--- src/rtl/partition_error_sweeper_if.sv ---
// Handshake and result bus between a sweep controller and the partition error sweeper.
// The master drives run control and the partition responses; the slave (the sweeper) drives pi and metrics.
`timescale 1ns/1ps
interface partition_error_sweeper_if #(
    parameter int NUM_IN  = 7,
    parameter int NUM_OUT = 4
);
    logic                start;
    logic                mode;
    logic [NUM_IN-1:0]   seed;
    logic [NUM_IN:0]     num_vectors;
    logic [NUM_IN-1:0]   pi;
    logic [NUM_OUT-1:0]  po_exact;
    logic [NUM_OUT-1:0]  po_approx;
    logic                busy;
    logic                done;
    logic [NUM_IN:0]     err_count;
    logic [NUM_IN+5:0]   hd_sum;
    logic [NUM_OUT-1:0]  max_abs_err;
    logic [NUM_IN-1:0]   first_err_vec;
    logic                first_err_valid;

    modport master (
        output start, mode, seed, num_vectors, po_exact, po_approx,
        input  pi, busy, done, err_count, hd_sum, max_abs_err, first_err_vec, first_err_valid
    );

    modport slave (
        input  start, mode, seed, num_vectors, po_exact, po_approx,
        output pi, busy, done, err_count, hd_sum, max_abs_err, first_err_vec, first_err_valid
    );
endinterface

--- src/rtl/partition_error_sweeper.sv ---
// Sweeps pi over an exact and an approximate partition and accumulates error metrics on-chip.
// Optional feature macro: SWEEP_LFSR_EN adds a seeded Galois-LFSR sampling mode.
`timescale 1ns/1ps
module partition_error_sweeper #(
    parameter int NUM_IN  = 7,
    parameter int NUM_OUT = 4,
    parameter int SETTLE  = 1
) (
    input  logic clk,
    input  logic rst_n,
    partition_error_sweeper_if.slave bus
);
    localparam int CW = (SETTLE > 1) ? $clog2(SETTLE) : 1;
    localparam logic [CW-1:0] SETTLE_LAST = CW'(SETTLE - 1);

    typedef enum logic [1:0] {IDLE = 2'd0, RUN = 2'd1, DONE = 2'd2} state_t;

    state_t              state_q, state_d;
    logic [CW-1:0]       settle_q;
    logic [NUM_IN-1:0]   pi_q;
    logic [NUM_IN-1:0]   start_vec;
    logic [NUM_IN-1:0]   next_vec;
    logic [NUM_IN:0]     err_count_q;
    logic [NUM_IN+5:0]   hd_sum_q;
    logic [NUM_OUT-1:0]  max_abs_err_q;
    logic [NUM_IN-1:0]   first_err_vec_q;
    logic                first_err_valid_q;
    logic [NUM_OUT-1:0]  diff_bits;
    logic [NUM_OUT-1:0]  abs_diff;
    logic                accept, sample, last_vec, zero_run, mismatch;

`ifdef SWEEP_LFSR_EN
    // Galois right-shift toggle masks of maximal-length polynomials, indexed by width.
    function automatic logic [15:0] tap_mask(input int width);
        case (width)
            3:       return 16'h0006;
            4:       return 16'h000C;
            5:       return 16'h0014;
            6:       return 16'h0030;
            7:       return 16'h0060;
            8:       return 16'h00B8;
            9:       return 16'h0110;
            10:      return 16'h0240;
            11:      return 16'h0500;
            12:      return 16'h0829;
            13:      return 16'h100D;
            14:      return 16'h2015;
            15:      return 16'h6000;
            16:      return 16'hD008;
            default: return 16'h0006;
        endcase
    endfunction

    localparam logic [NUM_IN-1:0] TAPS        = NUM_IN'(tap_mask(NUM_IN));
    localparam logic [NUM_IN:0]   MAX_VECTORS = {1'b0, {NUM_IN{1'b1}}};

    logic            lfsr_mode_q;
    logic [NUM_IN:0] remain_q;

    // NOTE: every combinational output gets a default first so no path leaves it unassigned (no latch).
    always_comb begin
        start_vec = '0;
        zero_run  = 1'b0;
        if (bus.mode) begin
            // An all-zero seed would lock the LFSR, so it is replaced by 1.
            start_vec = (bus.seed == '0) ? NUM_IN'(1) : bus.seed;
            zero_run  = (bus.num_vectors == '0);
        end
        last_vec = lfsr_mode_q ? (remain_q == (NUM_IN+1)'(1)) : (pi_q == '1);
        next_vec = lfsr_mode_q ? ({1'b0, pi_q[NUM_IN-1:1]} ^ (pi_q[0] ? TAPS : '0))
                               : pi_q + NUM_IN'(1);
    end

    always_ff @(posedge clk) begin
        if (!rst_n) begin
            lfsr_mode_q <= 1'b0;
            remain_q    <= '0;
        end else if (accept) begin
            lfsr_mode_q <= bus.mode;
            remain_q    <= (bus.num_vectors > MAX_VECTORS) ? MAX_VECTORS : bus.num_vectors;
        end else if (sample) begin
            remain_q    <= remain_q - (NUM_IN+1)'(1);
        end
    end
`else
    logic unused_cfg;
    assign unused_cfg = ^{bus.mode, bus.seed, bus.num_vectors};
    assign start_vec  = '0;
    assign zero_run   = 1'b0;
    assign last_vec   = (pi_q == '1);
    assign next_vec   = pi_q + NUM_IN'(1);
`endif

    always_comb begin
        state_d = state_q;
        accept  = bus.start && (state_q != RUN);
        sample  = (state_q == RUN) && (settle_q == SETTLE_LAST);
        unique case (state_q)
            IDLE, DONE: if (accept) state_d = zero_run ? DONE : RUN;
            RUN:        if (sample && last_vec) state_d = DONE;
            default:    state_d = IDLE;
        endcase
    end

    always_comb begin
        diff_bits = bus.po_exact ^ bus.po_approx;
        mismatch  = |diff_bits;
        abs_diff  = (bus.po_exact >= bus.po_approx) ? (bus.po_exact - bus.po_approx)
                                                    : (bus.po_approx - bus.po_exact);
    end

    // NOTE: all state uses non-blocking assignment so every register sees pre-edge values.
    always_ff @(posedge clk) begin
        if (!rst_n) state_q <= IDLE;
        else        state_q <= state_d;
    end

    always_ff @(posedge clk) begin
        if (!rst_n) begin
            settle_q          <= '0;
            pi_q              <= '0;
            err_count_q       <= '0;
            hd_sum_q          <= '0;
            max_abs_err_q     <= '0;
            first_err_vec_q   <= '0;
            first_err_valid_q <= 1'b0;
        end else if (accept) begin
            settle_q          <= '0;
            pi_q              <= start_vec;
            err_count_q       <= '0;
            hd_sum_q          <= '0;
            max_abs_err_q     <= '0;
            first_err_vec_q   <= '0;
            first_err_valid_q <= 1'b0;
        end else if (state_q == RUN) begin
            if (sample) begin
                settle_q <= '0;
                pi_q     <= next_vec;
                if (mismatch) begin
                    err_count_q <= err_count_q + (NUM_IN+1)'(1);
                    hd_sum_q    <= hd_sum_q + (NUM_IN+6)'($countones(diff_bits));
                    if (abs_diff > max_abs_err_q) max_abs_err_q <= abs_diff;
                    if (!first_err_valid_q) begin
                        first_err_vec_q   <= pi_q;
                        first_err_valid_q <= 1'b1;
                    end
                end
            end else begin
                settle_q <= settle_q + CW'(1);
            end
        end
    end

    assign bus.pi              = pi_q;
    assign bus.busy            = (state_q == RUN);
    assign bus.done            = (state_q == DONE);
    assign bus.err_count       = err_count_q;
    assign bus.hd_sum          = hd_sum_q;
    assign bus.max_abs_err     = max_abs_err_q;
    assign bus.first_err_vec   = first_err_vec_q;
    assign bus.first_err_valid = first_err_valid_q;
endmodule

--- src/flat_wrapper.sv ---
// flat-port wrapper written by rule: the top's interface ports become plain ports
module partition_error_sweeper_flat 
#(
    parameter int NUM_IN  = 7,
    parameter int NUM_OUT = 4,
    parameter int SETTLE  = 1
)
  (clk, rst_n, bus_start, bus_mode, bus_seed, bus_num_vectors, bus_po_exact, bus_po_approx, bus_pi, bus_busy, bus_done, bus_err_count, bus_hd_sum, bus_max_abs_err, bus_first_err_vec, bus_first_err_valid);
  partition_error_sweeper_if #(.NUM_IN(NUM_IN), .NUM_OUT(NUM_OUT)) bus_i ();
  input  logic clk;
  input  logic rst_n;
  input wire logic [$bits(bus_i.start)-1:0] bus_start;
  input wire logic [$bits(bus_i.mode)-1:0] bus_mode;
  input wire logic [$bits(bus_i.seed)-1:0] bus_seed;
  input wire logic [$bits(bus_i.num_vectors)-1:0] bus_num_vectors;
  input wire logic [$bits(bus_i.po_exact)-1:0] bus_po_exact;
  input wire logic [$bits(bus_i.po_approx)-1:0] bus_po_approx;
  output wire logic [$bits(bus_i.pi)-1:0] bus_pi;
  output wire logic [$bits(bus_i.busy)-1:0] bus_busy;
  output wire logic [$bits(bus_i.done)-1:0] bus_done;
  output wire logic [$bits(bus_i.err_count)-1:0] bus_err_count;
  output wire logic [$bits(bus_i.hd_sum)-1:0] bus_hd_sum;
  output wire logic [$bits(bus_i.max_abs_err)-1:0] bus_max_abs_err;
  output wire logic [$bits(bus_i.first_err_vec)-1:0] bus_first_err_vec;
  output wire logic [$bits(bus_i.first_err_valid)-1:0] bus_first_err_valid;
  assign bus_i.start = bus_start;
  assign bus_i.mode = bus_mode;
  assign bus_i.seed = bus_seed;
  assign bus_i.num_vectors = bus_num_vectors;
  assign bus_i.po_exact = bus_po_exact;
  assign bus_i.po_approx = bus_po_approx;
  assign bus_pi = bus_i.pi;
  assign bus_busy = bus_i.busy;
  assign bus_done = bus_i.done;
  assign bus_err_count = bus_i.err_count;
  assign bus_hd_sum = bus_i.hd_sum;
  assign bus_max_abs_err = bus_i.max_abs_err;
  assign bus_first_err_vec = bus_i.first_err_vec;
  assign bus_first_err_valid = bus_i.first_err_valid;
  partition_error_sweeper #(.NUM_IN(NUM_IN), .NUM_OUT(NUM_OUT), .SETTLE(SETTLE)) u_core (.clk(clk), .rst_n(rst_n), .bus(bus_i));
endmodule
--- config.mk ---
export PLATFORM = sky130hd
export DESIGN_NAME = partition_error_sweeper_flat
export DESIGN_NICKNAME = d
export VERILOG_FILES = /design/src/rtl/partition_error_sweeper_if.sv /design/src/rtl/partition_error_sweeper.sv /design/src/flat_wrapper.sv
export SDC_FILE = /design/constraint.sdc
export NUM_CORES = 1
export LEC_CHECK = 0
export ABC_CLOCK_PERIOD_IN_PS = 5200
export CAP_MARGIN = 20
export CORE_MARGIN = 5
export CORE_UTILIZATION = 50
export DETAILED_ROUTE_END_ITERATION = 10
export PLACE_DENSITY = 0.84
export SYNTH_ARGS = -nofsm -noshare
export SYNTH_HDL_FRONTEND = slang
export SYNTH_SLANG_ARGS = --single-unit
export TNS_END_PERCENT = 20
--- constraint.sdc ---
create_clock -name clk -period 5.2 [get_ports clk]
set_input_delay 1.04 -clock clk [delete_from_list [all_inputs] [get_ports clk]]
set_output_delay 1.04 -clock clk [all_outputs]
set_load 0.01 [all_outputs]
==> results.yml <==
sta:
  fin_skew_ps: 6.445
  tightest_slew_ps: 633.2
  setup-violations-final: 0
  hold_viol_final: 0
  rsz_0062_raised_after_global_routing: "no"
  post-route-period-util_pct: 78.11
  slew_viol_final: 0
  fin_crit_ps: 4062
  slew_headroom_pct: 57.74
  final.setup.tns_ps: 0
  achievable-frequency_mhz: 246.2
power_and_ir_drop:
  power_density_nw_per_um2: 230.1
  leakagePower_uw: 0.001127
  maximum_vdd_ir_drop_mv: 0.1503
clock_tree:
  numClockSinks: 43
  worst_skew_pair_latency_ps: 290
  cts_hold_buf: 0
  clk_pin_slew_ps: 80
  cts_made_buffers: 5
  cts-resized-gates: 0
  tritoncts: "yes"
  post_cts.repair.setup_buffers: 0
  cts_max_path_buffers: 2
  clock-root-buffer: "clkbuf_8"
  ctsHtreeMaxLevel: 2
detailed_routing:
  drcViolationCount: 0
  wirelength_mm: 4.774
  detail_route.wl_per_cell_um: 12.76
  first_pass_iters: 4
  dr.first_iter.drc_count: 95
  ant_nets: 0
  vias_per_cell: 5.273
  routed-via-count: 1972
die:
  fp.coreArea_um2: 4444
  std_cell_rows: 24
  die-area_um2: 6122
  ioPinCount: 69
  starting_density_of_the_core_pct: 52.39
  die_x_um: 78.24
  die_height_um: 78.24
global_route:
  grt_antenna_before_repair: 0
  first_global_vias: 1894
  grt_usage_pct: 16.46
  globalRouteOverflowTotal: 0
  grt_pass1_wl_mm: 8.266
  grt_start_max_net_pins: 42
setup_path:
  timing_worst_setup_path_type: "in2reg"
  critPathRequiredTime_ps: 5380
  critical_path.max_fanout: 5
  setup.worst_path.start_class: "primary input"
  timing.critical_path.arrival_ps: 4240
  worstSetupEndpointType: "flop"
place:
  dpl_cell_area_um2: 2898
  hpwlAfterDp_mm: 3.632
  numPortBuffers: 52
  gpl.final_weighted_congestion: 0.8064
synth:
  seq_area_frac_synth_pct: 36.97
  per_instance_average_area_after_synthesis_um2: 8.721
  synth.yosys.warnings: 0
  net_count_of_the_mapped_netlist: 318
  synth.cell_area_um2: 2328
  number_of_library_cell_types_mapped_by_synthesis: 42
  yosys_register_bits: 43
  post_synth_inst_count: 267
hold_path:
  min_path_type: "reg2reg"
layout:
  layout-drive-gt1-share_pct: 4.658
  antennaDiodeCount: 0
  final_area_um2: 2979
  area_growth_pct: 27.94
  fin_nets: 372
run:
  drv_cap: 0
status:
  result_of_the_run: "complete, no violations"
## metrics by stage
| step | power (µW) | hold WS (ps) | util, % | std cells | worst slack, ps |
|---|---|---|---|---|---|
| 6_report | 685.6 | 477.9 | 67.03 | 374 | 1138 |
| 5_1_grt | 729.9 | 496.2 | 67.03 | 374 | 865.9 |
| 4_1_cts | 693.3 | 477.4 | 67.03 | 374 | 1132 |
| 3_5_place_dp | 492.0 | 466.2 | 65.20 | 366 | 820.9 |
| 3_3_place_gp | 485.8 | 462.2 | 65.20 | 366 | 885.3 |
| 2_1_floorplan | 446.8 | 451.4 | - | 267 | 1649 |
## final timing paths
path / from / endpoint / cells past startpoint / slack, ps
setup / recovery: bus_po_approx[1] / u_core.bus.hd_sum[11] / 15 / 1140
setup reg to reg: u_core.bus.hd_sum[1] / u_core.bus.hd_sum[11] / 10 / 2730
hold / removal: u_core.bus.first_err_vec[5] / u_core.bus.first_err_vec[5] / 2 / 480
hold reg to reg: u_core.bus.first_err_vec[5] / u_core.bus.first_err_vec[5] / 2 / 480
## cells in the mapped netlist (all sizes together)
cell	n	area, µm²
nand4	3	18.77
o21a	2	15.01
fa	5	100.1
a32oi	1	8.760
ha	19	237.7
o21ai	16	80.07
buf	2	12.51
o21bai	1	7.510
a21oi	21	105.1
mux2i	3	30.03
nor4	1	21.27
xor2	7	61.31
and3	2	12.51
xnor2	11	96.34
inv	30	112.6
nor2	30	112.6
dfxtp	43	860.8
nand2	28	112.6
nand4b	2	32.53
nor2b	2	12.51
nor3	5	25.02
o211a	1	10.01
and2	1	6.260
or2b	1	7.510
a21o	1	7.510
and2b	1	7.510
and4	1	8.760
o2bb2ai	1	8.760
or3	7	43.79
o211ai	2	15.01
clkbuf	4	15.01
nand3	5	37.54
nor3b	1	18.77
a211oi	4	42.54
mux2	1	11.26
a31oi	2	12.51
## kinds of logic (layout without fill, tap and decap cells)
| family | after synthesis | count (layout) | synth area share, % |
|---|---|---|---|
| compound gates | 52 | 52 | 13.43 |
| xor+xnor | 18 | 18 | 6.771 |
| fa+ha+maj | 24 | 24 | 14.51 |
| buf+inv | 36 | 91 | 6.018 |
| flops | 43 | 43 | 36.97 |
| mux | 4 | 4 | 1.773 |
| simple gates | 90 | 90 | 20.53 |
## flip-flops by register name (all words and copies together) (netlist names)
| name | cells |
|---|---|
| u_core.bus.first_err_valid | 1 |
| u_core.bus.hd_sum | 13 |
| u_core.settle_q | 1 |
| u_core.bus.pi | 7 |
| u_core.state_q | 2 |
| u_core.bus.err_count | 8 |
| u_core.bus.first_err_vec | 7 |
| u_core.bus.max_abs_err | 4 |
## power breakdown
group          total, µW  switching (µW)  leakage [µW]  internal (µW)
Clock                202             108     0.0000422           94.3
Combinational        140            76.2      0.000738           63.6
Sequential           344            7.94      0.000347            336
Total                686             192       0.00113            494
## per-layer routing
layer / share of wire (%) / GRT usage, % / vias up
li1: - / - / 999
met1: 45 / 20.35 / 920
met2: 49 / 27.91 / 45
met3: 5.1 / 4.119 / 8
met4: 1.1 / 5.769 / 0
met5: 0 / 0 / -
## worst max-delay path, stage by stage
cell and delay, ps:
clkdlybuf4s50_1 530, inv_1 100, ha_1 380, inv_1 70, ha_1 190, inv_1 70
fa_1 410, inv_1 60, ha_1 160, inv_1 50, fa_1 370, nand4b_1 330
nor3_1 280, xnor2_1 150, nor2_1 50
## cell type report
| type | count | area, µm² |
|---|---|---|
| sequential | 43 | 860.8 |
| clock buffer | 7 | 76.32 |
| tap | 52 | 65.06 |
| clock inverter | 1 | 5.005 |
| inverter | 30 | 112.6 |
| multi-input combinational | 188 | 1331 |
| timing repair buffer | 53 | 528.0 |
| fill | 392 | 1465 |
## cells in the final DEF, fill, tap and decap left out, types with 11 or more instances in the layout
| cell | n |
|---|---|
| clkdlybuf4s50_1 | 52 |
| dfxtp_1 | 43 |
| o21ai_0 | 15 |
| ha_1 | 19 |
| a21oi_1 | 21 |
| xnor2_1 | 11 |
| nor2_1 | 30 |
| inv_1 | 30 |
| nand2_1 | 27 |
No activity file was read; power rests on OpenSTA's default activity.
